$ cat src/rtl/filter_axis_pkg.sv
// Shared constants and types for the filter-to-AXI-Stream packer.
package filter_axis_pkg;

  localparam int OUT_W         = 16;
  localparam int SAT_MAX       = 32767;
  localparam int SAT_MIN       = -32768;
  localparam int IN_W_DEFAULT  = 46;
  localparam int SHIFT_DEFAULT = 30;

  typedef logic signed [OUT_W-1:0] sample_t;

endpackage

$ cat src/rtl/sync_fifo.sv
// Synchronous first-word-fall-through FIFO; dout always shows the head entry.
module sync_fifo #(
  parameter int WIDTH = 16,
  parameter int DEPTH = 16
) (
  input  logic                     clk,
  input  logic                     rst,
  input  logic                     push,
  input  logic                     pop,
  input  logic [WIDTH-1:0]         din,
  output logic [WIDTH-1:0]         dout,
  output logic                     full,
  output logic                     empty,
  output logic [$clog2(DEPTH):0]   level
);

  localparam int ADDR_W = $clog2(DEPTH);
  localparam int LVL_W  = ADDR_W + 1;

  logic [WIDTH-1:0]  mem [DEPTH];
  logic [ADDR_W-1:0] wr_ptr_q, wr_ptr_d;
  logic [ADDR_W-1:0] rd_ptr_q, rd_ptr_d;
  logic [LVL_W-1:0]  level_q, level_d;
  logic              do_push, do_pop;

  assign full    = (level_q == LVL_W'(DEPTH));
  assign empty   = (level_q == '0);
  assign level   = level_q;
  assign dout    = mem[rd_ptr_q];
  // A push while full is legal only because the same-cycle pop frees the slot.
  assign do_push = push & (~full | pop);
  assign do_pop  = pop & ~empty;

  always_comb begin
    // NOTE: every always_comb output gets a default first so no path infers a latch.
    wr_ptr_d = wr_ptr_q;
    rd_ptr_d = rd_ptr_q;
    level_d  = level_q;
    if (do_push) wr_ptr_d = wr_ptr_q + ADDR_W'(1);
    if (do_pop)  rd_ptr_d = rd_ptr_q + ADDR_W'(1);
    case ({do_push, do_pop})
      2'b10:   level_d = level_q + LVL_W'(1);
      2'b01:   level_d = level_q - LVL_W'(1);
      default: level_d = level_q;
    endcase
  end

  always_ff @(posedge clk) begin
    // NOTE: sequential state uses non-blocking assignments so all flops update together.
    if (!rst) begin
      wr_ptr_q <= '0;
      rd_ptr_q <= '0;
      level_q  <= '0;
    end else begin
      wr_ptr_q <= wr_ptr_d;
      rd_ptr_q <= rd_ptr_d;
      level_q  <= level_d;
    end
  end

  // NOTE: storage is deliberately not reset; pointers and level define what is valid.
  always_ff @(posedge clk) begin
    if (do_push) mem[wr_ptr_q] <= din;
  end

endmodule

$ cat src/rtl/filter_axis_packer.sv
// Rounds and saturates wide filter samples to 16 bits, buffers them and emits
// fixed-length AXI-Stream packets.
module filter_axis_packer
  import filter_axis_pkg::*;
#(
  parameter int IN_W    = IN_W_DEFAULT,
  parameter int SHIFT   = SHIFT_DEFAULT,
  parameter int DEPTH   = 16,
  parameter int PKT_LEN = 256
) (
  input  logic                      clk,
  input  logic                      rst,
  input  logic                      in_valid,
  input  logic [IN_W-1:0]           in_data,
  output logic [OUT_W-1:0]          m_axis_tdata,
  output logic                      m_axis_tvalid,
  input  logic                      m_axis_tready,
  output logic                      m_axis_tlast,
  output logic                      overflow,
  output logic [$clog2(DEPTH):0]    level
);

  localparam int CNT_W = (PKT_LEN > 1) ? $clog2(PKT_LEN) : 1;
  localparam logic [CNT_W-1:0]     LAST_BEAT = CNT_W'(PKT_LEN - 1);
  localparam logic signed [IN_W:0] MAX_EXT   = (IN_W + 1)'(SAT_MAX);
  localparam logic signed [IN_W:0] MIN_EXT   = (IN_W + 1)'(SAT_MIN);

  logic signed [IN_W:0] in_ext, shifted, rounded;
  sample_t              conv;
  logic                 sat_valid_q, sat_valid_d;
  sample_t              sat_data_q, sat_data_d;
  logic [CNT_W-1:0]     beat_q, beat_d;
  logic                 overflow_q, overflow_d;
  logic                 fifo_push, fifo_pop, fifo_full, fifo_empty;
  logic [OUT_W-1:0]     fifo_dout;

  // One guard bit keeps the rounding add from wrapping before saturation.
  always_comb begin
    in_ext  = {in_data[IN_W-1], in_data};
    shifted = in_ext >>> SHIFT;
    rounded = shifted + $signed({{IN_W{1'b0}}, in_data[SHIFT-1]});
    if (rounded > MAX_EXT)      conv = sample_t'(SAT_MAX);
    else if (rounded < MIN_EXT) conv = sample_t'(SAT_MIN);
    else                        conv = rounded[OUT_W-1:0];
  end

  assign fifo_pop  = ~fifo_empty & m_axis_tready;
  assign fifo_push = sat_valid_q & (~fifo_full | fifo_pop);

  always_comb begin
    sat_valid_d = in_valid;
    sat_data_d  = in_valid ? conv : sat_data_q;
    beat_d      = beat_q;
    if (fifo_pop) beat_d = (beat_q == LAST_BEAT) ? '0 : beat_q + CNT_W'(1);
    overflow_d  = overflow_q | (sat_valid_q & fifo_full & ~fifo_pop);
  end

  always_ff @(posedge clk) begin
    if (!rst) begin
      sat_valid_q <= 1'b0;
      sat_data_q  <= '0;
      beat_q      <= '0;
      overflow_q  <= 1'b0;
    end else begin
      sat_valid_q <= sat_valid_d;
      sat_data_q  <= sat_data_d;
      beat_q      <= beat_d;
      overflow_q  <= overflow_d;
    end
  end

  sync_fifo #(
    .WIDTH (OUT_W),
    .DEPTH (DEPTH)
  ) u_fifo (
    .clk   (clk),
    .rst   (rst),
    .push  (fifo_push),
    .pop   (fifo_pop),
    .din   (sat_data_q),
    .dout  (fifo_dout),
    .full  (fifo_full),
    .empty (fifo_empty),
    .level (level)
  );

  // Masking with empty keeps tdata at zero after reset regardless of storage contents.
  assign m_axis_tdata  = fifo_empty ? '0 : fifo_dout;
  assign m_axis_tvalid = ~fifo_empty;
  assign m_axis_tlast  = ~fifo_empty & (beat_q == LAST_BEAT);
  assign overflow      = overflow_q;

endmodule
$ cat config.mk
export PLATFORM = sky130hd
export DESIGN_NAME = filter_axis_packer
export DESIGN_NICKNAME = d
export VERILOG_FILES = /design/src/rtl/filter_axis_pkg.sv /design/src/rtl/sync_fifo.sv /design/src/rtl/filter_axis_packer.sv
export SDC_FILE = /design/constraint.sdc
export NUM_CORES = 1
export LEC_CHECK = 0
export CELL_PAD_IN_SITES_DETAIL_PLACEMENT = 2
export CELL_PAD_IN_SITES_GLOBAL_PLACEMENT = 2
export CORE_MARGIN = 3
export CORE_UTILIZATION = 41
export DETAILED_ROUTE_END_ITERATION = 12
export PLACE_DENSITY_LB_ADDON = 0.25
export SLEW_MARGIN = 20
export SYNTH_ARGS = -nofsm -noshare
export SYNTH_HDL_FRONTEND = slang
export SYNTH_SLANG_ARGS = --single-unit
$ cat constraint.sdc
create_clock -name clk -period 3.1 [get_ports clk]
set_clock_uncertainty 0.2 [all_clocks]
set_input_delay 0.465 -clock clk [delete_from_list [all_inputs] [get_ports clk]]
set_output_delay 0.465 -clock clk [all_outputs]
set_load 0.1 [all_outputs]
### Word-level counts from Yosys, hierarchy flattened

Memory sizes are Yosys's and may differ from the RTL's. A register that Yosys moved wholly into a read port is not among the register bits.
Index checks and enable logic that the tools add are counted.
Widths: inputs -> output; s select.

* RAM bits: 256
* output and inout port bits: 24
* logic and storage cells: 43
* input port bits: 50
* memories: 1
* register bits after elaboration: 39

* eq/ne operators: 4
* reduce and logical (&&, ||, !) cells: 2
* bitwise gates (word level): 12
* multiplexer cells: 9
* order comparisons: 2
* $add $sub $neg: 6

Memory list
* u_fifo.mem: words 16, bits a word 16, read ports 1, clocked after memory_dff 1, write ports 1, RTL line sync_fifo.sv:20 `logic [WIDTH-1:0] mem [DEPTH];`

Operator list (number)
* $mux 16: 3
* $add 16x2->17: 1
* $gt 17x16->1 const B: 1
* $lt 17x16->1 const B: 1
* $pmux 5 s2: 1
* $add 4x1->4 const B: 2
* $add 8x1->8 const B: 1
* $eq 8x8->1 const B: 1
* $mux 4: 2
* $mux 8: 1
* $and 1x1->1: 7
* $add 5x1->5 const B: 1
* $eq 5x5->1 const B: 1
* $logic_not 5->1: 1
* $sub 5x1->5 const B: 1
* $not 1->1: 3
* $eq 2x1->1 const B: 1
* $eq 2x2->1 const B: 1
* $mux 1: 2
* $or 1x1->1: 2
* $reduce_bool 2->1: 1

### Logic depth before layout (Yosys ltp)

* depth after elaboration: 8
* depth in mapped cells: 12
* gate-level depth less buffers: 11

### Modules after synthesis

Synthesis repeated with hierarchy kept, for this count alone.

* cell total of the unflattened synthesis: 706
* area, all modules: 12151.7 um^2

By module, submodules not included
* sync_fifo: cells each 518, area an instance 10600.2 um^2, instances 1, sequential area each 8027.7 um^2
* filter_axis_packer: cells each 188, area an instance 1551.5 um^2, instances 1, sequential area each 520.5 um^2

### Worst setup path after synthesis

OpenSTA, ideal clock, no wires.

* path type: register to output
* from: reg u_fifo.level_q[0], in the netlist u_fifo.level[0]
* to: out m_axis_tdata[10]
* cell stages (with the launch flop): 7
* slack: -1.592 ns
* data arrival time: 4.027 ns
* cell sequence: dfxtp_1 -> or4_4 -> nor2_1 -> inv_1 -> nand2_1 -> buf_2 -> o22ai_1

* cells in the longest elaborated chain, start to end: 2

RTL lines
* from (decl): RTL line sync_fifo.sv:23 `logic [LVL_W-1:0] level_q, level_d;`
* from (signal assigned): RTL line sync_fifo.sv:57 `level_q <= level_d;`
* $logic_not 5->1: RTL line sync_fifo.sv:27 `assign empty = (level_q == '0);`
* $mux 16: RTL line filter_axis_packer.sv:88 `assign m_axis_tdata = fifo_empty ? '0 : fifo_dout;`
* to (decl): RTL line filter_axis_packer.sv:15 `output logic [OUT_W-1:0] m_axis_tdata,`

No other way between the ends.

==> impl_results.md <==
* Leakage Power at 4.84 nW
* Via count at 6677
* Slew Limit Fails at 0
* Post-Synth Adder-Cell Area at 0.0153
* Hold depth at 2
* Core area at 28300 µm²
* Crit path cell chain: buf_12, mux4_2, mux2i_4, o22ai_4, buf_12
* Die height at 177 µm
* I/O Buffers at 44
* Largest family of logic cells by synthesized area: multiplexers
* DR WL/cell at 29.4 µm
* Setup TNS at 0 ns
* Number of detailed-route iterations in the first pass at 5
* PD cells at 910 nW/µm²
* FF+latch count, synth at 299
* Synth Area in XOR/XNOR at 0.0190
* FILL cells at 2511
* Yosys warnings at 0
* Sequential area share after synthesis at 0.714
* CTS tree: built
* Max-cap violations at 0
* Antenna cells at 0
* Most used DFF post-synth: edfxtp_1
* Hold endpoint: overflow
* Worst Tran Pin Value at 0.824 ns
* Worst EP required at 2.43 ns
* # H-tree levels at 2
* Die area at 31300 µm²
* Most common cell after layout, fill and taps aside: edfxtp_1
* Total global-route track usage at 0.222
* Row cnt at 61
* Mapped Area at 12000 µm²
* Maximum fanout along the worst path at 17
* Commonest cells after routing, fill and taps aside: edfxtp_1 (256), mux4_2 (64), buf_4 (48), clkbuf_16 (36), dfxtp_1 (35)
* Syn Nets at 734
* Proportion of synthesized area in mux cells at 0.148
* Slew HR at 0.450
* Initial core utilization at 0.423
* Outcome: finished, final reports clean
* Delay-heaviest family, CP: multiplexers
* Worst Path Buf+Inv at 2
* Area growth from synthesis to layout at 24.4%
* Final GP Congestion at 0.863
* Maximum clock path buffer count at 3
* Slowest stage delay, CP at 0.59 ns
* Peak VDD IR at 0.00103 V
* Max Clk Rate at 331 MHz
* Min Tclk post-route at 3.03 ns
* Final period util at 0.976
* Number of global-route vias before repair at 7505
* DRC at 0
* EDFF count, synth at 256
* Critical path class: reg2out
* CP max stage cell: mux4_2
* Hold_sp: overflow
* Initial antenna violation count at 2
* Simple-gate portion of the synthesized area at 0.0519
* Clock Sinks at 299
* DIE WIDTH at 177 µm
* Fin. Hold Viols at 0
* Worst R2R Start: u_fifo.level[2]
* Grt total ovfl at 0
* Hold Crit Class: reg2reg
* HPWL Detailed at 20400 µm
* Final Setup Violations at 0
* Clk_lat worst skew at 0.51 ns
* Top-level I/O count at 74
* Worst Reg-to-Reg Cells at 11
* Arrival @ worst endpoint at 2.36 ns
* Clk root buf: clkbuf_16
* Antenna-violating nets left at 0
* First-pass GRT wire length at 50700 µm
* Compound-Gate Fraction of Synth Area at 0.0354
* CP startpoint kind: flip-flop
* Worst reg2reg setup slack at 0.14 ns
* Crit path top cell by count: buf_12
* Largest net degree at the start of global routing at 37
* Final #Nets at 830
* Share of cells above drive strength 1 at 0.318
* Routed wire length at 34300 µm
* Synth Instances at 670
* TritonCTS Buffers at 34
* Initial DRC count at 564
* Library cells used by synthesis at 47
* R2r endpoint: u_fifo.level[4]
* Async S/R FF share, synth at 0
* CTS clk-pin slew, worst paths at 0.06 ns
* Synthesized area per cell at 17.9 µm²
* Power Total at 13.6 mW
* Endpoint class of the critical path: primary output
* Vias/cell at 5.72
per-stage QoR:
step | area, µm² | util | instances | hold WS [ns] | setup WS, ns
after CTS | 14800 | 0.521 | 1163 | 0.321 | 0.00745
after floorplan | 12200 | - | 670 | 0.274 | -0.0199
after detailed placement | 13500 | 0.475 | 1093 | 0.300 | 0.0625
after global placement | 13500 | 0.475 | 1093 | 0.286 | 0.131
final | 14900 | 0.526 | 1168 | 0.310 | 0.0746
after global routing | 14900 | 0.526 | 1168 | 0.361 | -0.0125
flip-flops by register name, indices dropped and copies added, names as in the netlist, named ones only:
signal,flops
u_fifo.rd_ptr_q,4
u_fifo.wr_ptr_q,4
sat_valid_q,1
overflow,1
sat_data_q,16
beat_q,8
u_fifo.level,5
u_fifo.mem,256
timing repair:
| action | 4_1_cts | 5_1_grt |
|---|---|---|
| setup endpoints to repair | 17 | 14 |
| gates resized for setup | 10 | 20 |
| hold buffers | 0 | 0 |
| cloned | 1 | 1 |
| pin swaps | 4 | 3 |
| setup buffers | 9 | 4 |
logic make-up (layout without fill, tap and decap cells):
family,after synthesis,in the layout
AO/OA/AOI/OAI,68,68
XOR/XNOR,26,26
adder cells (fa/ha/maj),14,14
buffers and inverters,45,165
flip-flops,299,299
multiplexers,97,97
AND/OR/NAND/NOR,121,121
where the power goes:
part           switching, mW  internal, mW
clock                   1.62          2.60
sequential             0.163          4.49
combinational           2.86          1.83
cell type report:
type | instances | area [µm²] | area share
multi-input cells | 326 | 3590 | 0.241
clock inverters | 17 | 236 | 0.0159
repair buffers | 92 | 1060 | 0.0712
clock buffers | 43 | 916 | 0.0615
inverters | 13 | 55.1 | 0.00370
well taps | 378 | 473 | 0.0318
flip-flops and latches | 299 | 8570 | 0.575
worst max path at each step:
| stage | cells after the start | endpoint | from |
|---|---|---|---|
| 6_report | 5 | m_axis_tdata[13] | flip-flop |
| 5_1_grt | 5 | m_axis_tdata[10] | flip-flop |
| 3_5_place_dp | 11 | u_fifo.level[4] | u_fifo.level[2] |
| 4_1_cts | 5 | m_axis_tdata[4] | flip-flop |
| 3_3_place_gp | 11 | u_fifo.level[4] | u_fifo.level[2] |
| 2_1_floorplan | 12 | u_fifo.level[4] | u_fifo.level[2] |
synth_stat cells, drive strengths merged, types with 10 or more instances:
cell	instances	area [µm²]
xor2	10	87.6
o22ai	16	100
inv	13	51.3
xnor2	16	140
edfxtp	256	7690
nand3	11	55.1
ha	13	163
and2	16	100
o21ai	24	131
nor2	22	82.6
dfxtp	43	861
clkbuf	19	76.3
mux2i	33	330
nor3	13	65.1
nand2	31	124
buf	13	71.3
mux4	64	1440
routing by layer:
| metal | wire length [µm] | vias to the layer above | global-route usage |
|---|---|---|---|
| li1 | - | 2867 | - |
| met1 | 14300 | 3589 | 0.295 |
| met2 | 18000 | 175 | 0.389 |
| met3 | 1370 | 46 | 0.0255 |
| met4 | 718 | 0 | 0.0589 |
| met5 | 0 | - | 0 |
worst reg2reg max path: stages, from the launching register on:
cell and delay [ns]:
dfxtp_4 0.36, or4_4 0.55, o31a_1 0.29, inv_2 0.07, ha_4 0.15, inv_2 0.06, fa_2 0.37, nor2b_2 0.14
o21ai_2 0.07, nand3_1 0.10, or3b_4 0.38, mux2i_1 0.12
No activity file was read; power rests on OpenSTA's default activity.
